<file path="src/rtl/pcw_line_fetcher_if.sv">
// Memory request port between pcw_line_fetcher and the shared SDRAM/BRAM arbiter.
// master drives the req/addr pair; slave answers with ack and read data.
interface pcw_line_fetcher_if #(
    parameter int ADDR_W = 17
);
    logic              mem_req;
    logic [ADDR_W-1:0] mem_addr;
    logic              mem_ack;
    logic [7:0]        mem_data;

    modport master (output mem_req, mem_addr, input mem_ack, mem_data);
    modport slave  (input mem_req, mem_addr, output mem_ack, mem_data);
endinterface

</file>
<file path="src/rtl/pcw_line_fetcher.sv">
// PCW video line fetcher: roller-RAM lookup, ping-pong line buffer prefetch and 1/2/4 bpp serialiser.
// Optional macro PCW_UNDERRUN_REPEAT_EN: after an underrun the previous complete line is shown again.
module pcw_line_fetcher #(
    parameter int H_BYTES    = 90,
    parameter int ADDR_W     = 17,
    parameter int BUF_AW     = 7,
    parameter int ROW_STRIDE = 8
) (
    input  logic                      clk_sys,
    input  logic                      reset,
    input  logic                      pix_ce,
    input  logic                      line_start,
    input  logic [7:0]                line_y,
    input  logic                      active,
    input  logic [7:0]                roller_ptr,
    input  logic [7:0]                yscroll,
    input  logic [1:0]                bpp_mode,
    input  logic                      inverse,
    input  logic                      disable_vid,
    pcw_line_fetcher_if.master        mem,
    output logic [3:0]                colour,
    output logic                      underrun
);
    localparam int PW = BUF_AW + 4;
    localparam logic [PW-1:0]     PIX_MAX = PW'(8 * H_BYTES);
    localparam logic [BUF_AW-1:0] LAST_K  = BUF_AW'(H_BYTES - 1);

    typedef enum logic [2:0] {IDLE, ROLL_LO, ROLL_HI, FETCH, DONE} state_t;

    state_t            state;
    logic              rd_bank;
    logic              wr_bank;
    logic [BUF_AW-1:0] k;
    logic [7:0]        roller_lo;
    logic [7:0]        line_buf [2**(BUF_AW+1)];
    logic [PW-1:0]     p;

    logic        acked;
    logic        busy;
    logic        final_ack;
    logic        buf_we;
    logic [7:0]  row;
    logic [15:0] roller;
    logic [16:0] roll_addr;
    logic [16:0] line_addr;
    logic [7:0]  cur_byte;
    logic [7:0]  sh1;
    logic [7:0]  sh2;
    logic [3:0]  pixel;

    assign acked     = mem.mem_req & mem.mem_ack;
    assign busy      = (state == ROLL_LO) || (state == ROLL_HI) || (state == FETCH);
    assign final_ack = (state == FETCH) && acked && (k == LAST_K);
    assign buf_we    = (state == FETCH) && acked && (!line_start || k == LAST_K);
    assign row       = line_y + 8'd1 + yscroll;
    assign roll_addr = {roller_ptr, 9'b0} + {8'b0, row, 1'b0};
    assign roller    = {mem.mem_data, roller_lo};
    assign line_addr = {roller[15:3], 1'b0, roller[2:0]};

    // A line_start always forces one idle request cycle; ROLL_LO issues the request once mem_req is low.
    always_ff @(posedge clk_sys) begin
        if (reset) begin
            state        <= IDLE;
            mem.mem_req  <= 1'b0;
            mem.mem_addr <= '0;
            underrun     <= 1'b0;
            rd_bank      <= 1'b0;
            wr_bank      <= 1'b1;
            k            <= '0;
            roller_lo    <= '0;
        end else if (line_start) begin
            underrun    <= underrun | (busy & ~final_ack);
`ifdef PCW_UNDERRUN_REPEAT_EN
            if (!busy || final_ack) begin
                rd_bank <= wr_bank;
                wr_bank <= rd_bank;
            end
`else
            rd_bank <= wr_bank;
            wr_bank <= rd_bank;
`endif
            state       <= ROLL_LO;
            mem.mem_req <= 1'b0;
        end else begin
            case (state)
                ROLL_LO: begin
                    if (!mem.mem_req) begin
                        mem.mem_req  <= 1'b1;
                        mem.mem_addr <= ADDR_W'(roll_addr);
                    end else if (mem.mem_ack) begin
                        roller_lo    <= mem.mem_data;
                        mem.mem_addr <= mem.mem_addr + ADDR_W'(1);
                        state        <= ROLL_HI;
                    end
                end
                ROLL_HI: begin
                    if (acked) begin
                        mem.mem_addr <= ADDR_W'(line_addr);
                        k            <= '0;
                        state        <= FETCH;
                    end
                end
                FETCH: begin
                    if (acked) begin
                        if (k == LAST_K) begin
                            mem.mem_req <= 1'b0;
                            state       <= DONE;
                        end else begin
                            k            <= k + BUF_AW'(1);
                            mem.mem_addr <= mem.mem_addr + ADDR_W'(ROW_STRIDE);
                        end
                    end
                end
                default: ;
            endcase
        end
    end

    always_ff @(posedge clk_sys) begin
        if (buf_we)
            line_buf[{wr_bank, k}] <= mem.mem_data;
    end

    assign cur_byte = line_buf[{rd_bank, p[BUF_AW+2:3]}];
    assign sh1      = cur_byte << p[2:0];
    assign sh2      = cur_byte << {p[2:1], 1'b0};

    always_comb begin
        pixel = '0;
        if (p != PIX_MAX) begin
            case (bpp_mode)
                2'd1:    pixel = {sh2[7:6], sh2[7:6]};
                2'd2:    pixel = p[2] ? cur_byte[3:0] : cur_byte[7:4];
                default: pixel = {4{sh1[7]}};
            endcase
        end
    end

    always_ff @(posedge clk_sys) begin
        if (reset) begin
            p      <= '0;
            colour <= '0;
        end else begin
            if (!active)
                p <= '0;
            else if (pix_ce && p != PIX_MAX)
                p <= p + PW'(1);
            if (pix_ce) begin
                if (disable_vid || !active)
                    colour <= {4{inverse}};
                else
                    colour <= inverse ? ~pixel : pixel;
            end
        end
    end
endmodule

</file>
<file path="src/flat_wrapper.sv">
// flat-port wrapper written by rule: the top's interface ports become plain ports
module pcw_line_fetcher_flat 
#(
    parameter int H_BYTES    = 90,
    parameter int ADDR_W     = 17,
    parameter int BUF_AW     = 7,
    parameter int ROW_STRIDE = 8
)
  (clk_sys, reset, pix_ce, line_start, line_y, active, roller_ptr, yscroll, bpp_mode, inverse, disable_vid, colour, underrun, mem_mem_req, mem_mem_addr, mem_mem_ack, mem_mem_data);
  pcw_line_fetcher_if #(.ADDR_W(ADDR_W)) mem_i ();
  input  logic clk_sys;
  input  logic reset;
  input  logic pix_ce;
  input  logic line_start;
  input  logic [7:0] line_y;
  input  logic active;
  input  logic [7:0] roller_ptr;
  input  logic [7:0] yscroll;
  input  logic [1:0] bpp_mode;
  input  logic inverse;
  input  logic disable_vid;
  output logic [3:0] colour;
  output logic underrun;
  output wire logic [$bits(mem_i.mem_req)-1:0] mem_mem_req;
  output wire logic [$bits(mem_i.mem_addr)-1:0] mem_mem_addr;
  input wire logic [$bits(mem_i.mem_ack)-1:0] mem_mem_ack;
  input wire logic [$bits(mem_i.mem_data)-1:0] mem_mem_data;
  assign mem_mem_req = mem_i.mem_req;
  assign mem_mem_addr = mem_i.mem_addr;
  assign mem_i.mem_ack = mem_mem_ack;
  assign mem_i.mem_data = mem_mem_data;
  pcw_line_fetcher #(.H_BYTES(H_BYTES), .ADDR_W(ADDR_W), .BUF_AW(BUF_AW), .ROW_STRIDE(ROW_STRIDE)) u_core (.clk_sys(clk_sys), .reset(reset), .pix_ce(pix_ce), .line_start(line_start), .line_y(line_y), .active(active), .roller_ptr(roller_ptr), .yscroll(yscroll), .bpp_mode(bpp_mode), .inverse(inverse), .disable_vid(disable_vid), .mem(mem_i), .colour(colour), .underrun(underrun));
endmodule
</file>
<file path="config.mk">
export PLATFORM = sky130hd
export DESIGN_NAME = pcw_line_fetcher_flat
export DESIGN_NICKNAME = d
export VERILOG_FILES = /design/src/rtl/pcw_line_fetcher_if.sv /design/src/rtl/pcw_line_fetcher.sv /design/src/flat_wrapper.sv
export SDC_FILE = /design/constraint.sdc
export NUM_CORES = 2
export LEC_CHECK = 0
export CAP_MARGIN = 10
export CELL_PAD_IN_SITES_DETAIL_PLACEMENT = 0
export CELL_PAD_IN_SITES_GLOBAL_PLACEMENT = 1
export CORE_MARGIN = 5
export CORE_UTILIZATION = 43
export CTS_CLUSTER_DIAMETER = 40
export DETAILED_ROUTE_END_ITERATION = 6
export DONT_BUFFER_PORTS = 1
export GPL_TIMING_DRIVEN = 0
export PLACE_DENSITY = 0.72
export SYNTH_ARGS = -nofsm -noshare
export SYNTH_HDL_FRONTEND = slang
export SYNTH_SLANG_ARGS = --single-unit
</file>
<file path="constraint.sdc">
create_clock -name clk_sys -period 3 [get_ports clk_sys]
set_input_delay 0.9 -clock clk_sys [delete_from_list [all_inputs] [get_ports clk_sys]]
set_output_delay 0.9 -clock clk_sys [all_outputs]
set_load 0.01 [all_outputs]
</file>
# Word level (Yosys, flattened, before mapping)
# Memory sizes are Yosys's and may differ from the RTL's.
# Index checks and enable logic that the tools add are counted.
word_totals:
  register_bits: 54
  ram_bits: 2048
  inputBits: 42
  word_cells: 96
  mem_count: 1
classes:
  n_addsub: 7
  n_eq_ne: 19
  shifts: 2
  n_mux: 27
  bitwise_logic: 7
  n_reduce_logical: 22
memory_table:
  columns: ["name", "words", "word_bits", "rd", "rd_clocked_by_memory_dff", "wr", "line", "text"]
  rows:
  - ["u_core.line_buf", 256, 8, 1, 0, 1, "pcw_line_fetcher.sv:35", "logic [7:0] line_buf [2**(BUF_AW+1)];"]
ops:
  columns: ["op", "n"]
  rows:
  - ["$mux W17", 5]
  - ["$pmux W17 S3", 1]
  - ["$mux W7", 3]
  - ["$reduce_and A6 Y1", 3]
  - ["$add A17 B1 Y17 const B", 1]
  - ["$add A17 B4 Y17 const B", 1]
  - ["$add A17 B9 Y17", 1]
  - ["$mux W4", 4]
  - ["$shl A8 B3 Y8", 2]
  - ["$mux W3", 5]
  - ["$pmux W7 S2", 1]
  - ["$add A11 B1 Y11 const B", 1]
  - ["$ne A11 B10 Y1 const B", 1]
  - ["$ne A3 B2 Y1 const B", 3]
  - ["$ne A3 B3 Y1 const B", 3]
  - ["$pmux W3 S3", 1]
  - ["$add A8 B1 Y8 const B", 1]
  - ["$add A8 B8 Y8", 1]
  - ["$pmux W4 S2", 1]
  - ["$add A7 B1 Y7 const B", 1]
  - ["$eq A7 B7 Y1 const B", 1]
  - ["$eq A3 B2 Y1 const B", 2]
  - ["$ne A2 B1 Y1 const B", 3]
  - ["$ne A2 B2 Y1 const B", 3]
  - ["19 further kinds", 35]

# Depth between registers and ports, before layout
# An unclocked memory read counts as a cell.
depth:
  ltp_word: 7
  depth_mapped: 16
  ltp_nobuf: 13

# Worst setup path after synthesis
# OpenSTA, ideal clock, no wires.
synth_timing:
  path_kind: "register -> register"
  startpoint: "register u_core.p[3]"
  endpoint: "register u_core.colour[0]"
  setup_ns: 0.103
  t_arrival_ns: 3.085
  t_required_ns: 2.897
  path_slack_ns: -0.189
  path_stages_with_launch: 14
  n_path_buf: 3
  synth_period_minus_slack_ns: 3.189
  cell_sequence: "dfxtp_1 buf_6 buf_12 buf_12 clkinv_1 mux2i_1 a2111oi_2 nor4_1 a2111oi_4 o32ai_2 and3_1 o21ba_1 or3_1 a2111oi_2"
synth_via:
  elab_chain_cells: 7
synth_lines:
  columns: ["element", "line", "text"]
  rows:
  - ["from (decl)", "pcw_line_fetcher.sv:36", "logic [PW-1:0] p;"]
  - ["from (signal assigned)", "pcw_line_fetcher.sv:147", "p <= p + PW'(1);"]
  - ["$mem_v2 Z256 W8", null, null]
  - ["$shl A8 B3 Y8 (tied with other cells)", "pcw_line_fetcher.sv:125", "assign sh1 = cur_byte << p[2:0];"]
  - ["$pmux W4 S2", "pcw_line_fetcher.sv:131", "case (bpp_mode)"]
  - ["$mux W4 (*)", "pcw_line_fetcher.sv:130", "if (p != PIX_MAX) begin"]
  - ["$not A4 Y4", "pcw_line_fetcher.sv:152", "colour <= inverse ? ~pixel : pixel;"]
  - ["$mux W4 (*)", "pcw_line_fetcher.sv:152", null]
  - ["$mux W4 (*)", "pcw_line_fetcher.sv:149", "if (disable_vid || !active)"]
  - ["to (signal assigned)", "pcw_line_fetcher.sv:150", "colour <= {4{inverse}};"]
  - ["to (signal assigned)", "pcw_line_fetcher.sv:152", null]
  - ["to (decl)", "pcw_line_fetcher.sv:21", "output logic [3:0] colour,"]
# Every way passes the cells marked *; elsewhere a longest branch is shown, timed or not.
# A chain may end at the register's enable or synchronous reset.

# Final worst setup path
layout_timing:
  startpoint: "register u_core.p[6]"
  endpoint: "register u_core.colour[0]"
# Same word-level chain as after synthesis.

==> reports/qor.txt <==
CTS root buffer: clkbuf_16
Crit end category: flop
Power per cell area: 628 nW/µm²
Maxcap violations: 0
Final hold vios: 0
Gr usage total: 0.341
CTS tree: built
Starting Density: 0.431
First-pass GRT wire length: 463,000 µm
H-tree depth: 5
Layout overhead on the synthesized area: 26.7%
Min Tclk post-route: 4360 ps
Worst clock skew: 72.3 ps
Post-Place Cell Area: 88,300 µm²
Die area: 206,000 µm²
Num rows: 163
Share of the synthesized area in the top cell type: 0.726
Crit path DAT: 5170 ps
Sequential area share after synthesis: 0.739
Max-slew violations: 0
Worst hold endpoint: u_core.state[1]$_SDFFE_PP0P_
Max VDD drop: 0.701 mV
Crit share post-route: 1.45
# setup viols final: 99
Synthesis warning total: 0
Top FF cell, synth: edfxtp_1
Vias per cell: 6.81
Post-DRT Antenna Nets: 0
RSZ-0062 raised after global routing: true
FILL cells: 14,800
Critical Path Start Type: flop
CTS Sinks: 2,102
Hold WC Path Type: in2reg
Pin count of the biggest net entering global routing: 259
Failing checks: setup timing
Vias in the first global route: 49,700
Leak: 33.3 nW
Post-synth EDFFs: 2,048
CP required: 3800 ps
Gpl congestion: 1.06
# DRC: 0
Crit path kind: reg2reg
FMAX: 0.229 GHz
Total power draw: 67.3 mW
CTS max path bufs: 4
Most common cell in the netlist: edfxtp_1
PortBufs: 0
Antenna violations before repair: 27
Worst hold path startpoint: reset
Slew @ Worst Pin: 1180 ps
Slack of the worst reg-to-reg path: -1360 ps
Final worst slack: -1360 ps
WL per Instance: 45.1 µm
Status: finished with violations
Routed Wire Length: 358,000 µm
Syn Area/Cell: 19.3 µm²
Die width: 454 µm
Finished Cell Area: 107,000 µm²
Synthesized area: 84,700 µm²
FF-to-FF path depth: 11
R2R Path Start: u_core.p[6]$_SDFFE_PP0P_
Mapped Cells: 4,393
Max_slew headroom: 0.213
TritonCTS buffer count: 296
Reg clk slew, reported paths: 50 ps
Distinct cell type count after synthesis: 105
FF+latch count, synth: 2,102
Critical Path Fanout Max: 10
Synth async-reset ratio: 0
Nets: 5,120
Via count: 54,100
GRT overflow: 0
Synth top area cells: edfxtp_1 73%, mux4_2 9.8%, mux2i_1 2.7%
Worst r2r dst: u_core.colour[0]$_SDFFE_PP0P_
Worst Hold Depth: 1
Hpwl dp: 217,000 µm
Synth area leader: edfxtp_1
Boundary Pins: 65
Hold slack: 88.1 ps
1st-iter DRT viols: 10,600
Worst skew pair latency: 970 ps
Fraction of layout cells with a size suffix above 1: 0.367
Most frequent cells after synthesis: 2,048 x edfxtp_1, 368 x mux4_2, 357 x nor2_1, 225 x mux2i_1, 146 x nand2_1
Post-synthesis net count: 4,453
Area of the core: 197,000 µm²
DIE HEIGHT: 454 µm
First-pass iteration count of the detailed router: 6
Dpl ws: -2900 ps
## area by class of cell
type                    count  area [µm²]  area share
plain buffers             254        4180      0.0390
inverters                  27         140     0.00131
clock inverters           190        1920      0.0179
multi-input cells        2000       22800       0.213
clock buffers             332        7740      0.0722
flip-flops and latches   2102       62600       0.583
repair buffers            379        4530      0.0423
diodes                     17        42.5    0.000397
well taps                2640        3300      0.0308
## worst max-delay path, cell delays in order (launching register included)
cell	delay [ps]
dfxtp_4	450
buf_12	200
buf_16	220
and2_1	870
and3_2	440
nor4_2	80
a2111oi_4	420
o32ai_4	280
and3_1	270
o21ba_2	270
or3_4	380
a2111oi_2	280
## where the power goes
part	internal, mW	leakage [nW]	switching (mW)
sequential	32.2	18.8	0.0638
clock	20.9	4.68	13.6
combinational	0.162	9.82	0.290
## worst max path at each step
stage | startpoint | end | depth (start not counted)
after floorplan | u_core.p[4]$_SDFFE_PP0P_ | u_core.colour[1]$_SDFFE_PP0P_ | 11
after global placement | u_core.p[6]$_SDFFE_PP0P_ | u_core.colour[0]$_SDFFE_PP0P_ | 12
after detailed placement | u_core.p[6]$_SDFFE_PP0P_ | u_core.colour[0]$_SDFFE_PP0P_ | 13
after CTS | u_core.p[3]$_SDFFE_PP0P_ | u_core.colour[2]$_SDFFE_PP0P_ | 14
after global routing | u_core.p[6]$_SDFFE_PP0P_ | u_core.colour[0]$_SDFFE_PP0P_ | 11
final | u_core.p[6]$_SDFFE_PP0P_ | u_core.colour[0]$_SDFFE_PP0P_ | 11
## cells in the final DEF, fill, tap and decap left out, types with 51 or more instances in the layout
master,Yosys,layout
buf_12,30,168
nor2_4,0,223
buf_16,0,70
edfxtp_1,2048,2048
nand2_1,146,132
nor2_1,357,104
mux2i_1,225,212
a22oi_1,112,102
clkbuf_16,0,312
nand3_1,90,75
buf_4,45,252
a21oi_1,72,60
mux4_2,368,373
clkbuf_1,79,51
## sequential cells by signal, indices dropped and copies added (netlist names)
| signal | cells |
|---|---|
| u_core.roller_lo | 8 |
| u_core.k | 7 |
| u_core.rd_bank | 1 |
| u_core.colour | 4 |
| u_core.mem.mem_req | 1 |
| u_core.wr_bank | 1 |
| u_core.p | 11 |
| u_core.mem.mem_addr | 17 |
| u_core.state | 3 |
| u_core.line_buf | 2048 |
| u_core.underrun | 1 |
## timing repair
action,CTS,global route
endpoints found under the setup margin,2060,1879
hold buffers,0,0
setup buffers,240,124
cloned,2,1
pin swaps,120,76
gates resized for setup,996,196
## metal layers
layer  track usage  wire (µm)  up-vias
li1              -          -    19600
met1         0.419     117000    27800
met2         0.472     148000     5420
met3         0.156      59400     1281
met4         0.256      33900        8
met5             0        158        -
## through the flow
step           utilization  TNS [ps]  instances
2_1_floorplan            -     -11.5       4393
3_3_place_gp         0.448  -4525640       7033
3_5_place_dp         0.449  -3845520       7044
4_1_cts              0.533   -112090       7799
5_1_grt              0.546     -5880       7931
6_report             0.546     -7820       7941
## logic make-up (layout without fill, tap and decap cells)
family                   count (synthesis)  count (layout)  synth area share
AO/OA/AOI/OAI                          477             477            0.0404
buffers and inverters                  291            1182            0.0276
AND/OR/NAND/NOR                        796             796            0.0433
flip-flops                            2102            2102             0.739
XOR/XNOR                                39              39           0.00403
other                                    0              17                 0
adder cells (fa/ha/maj)                 18              18           0.00275
multiplexers                           670             670             0.143
(Power assumes the default switching activity.)
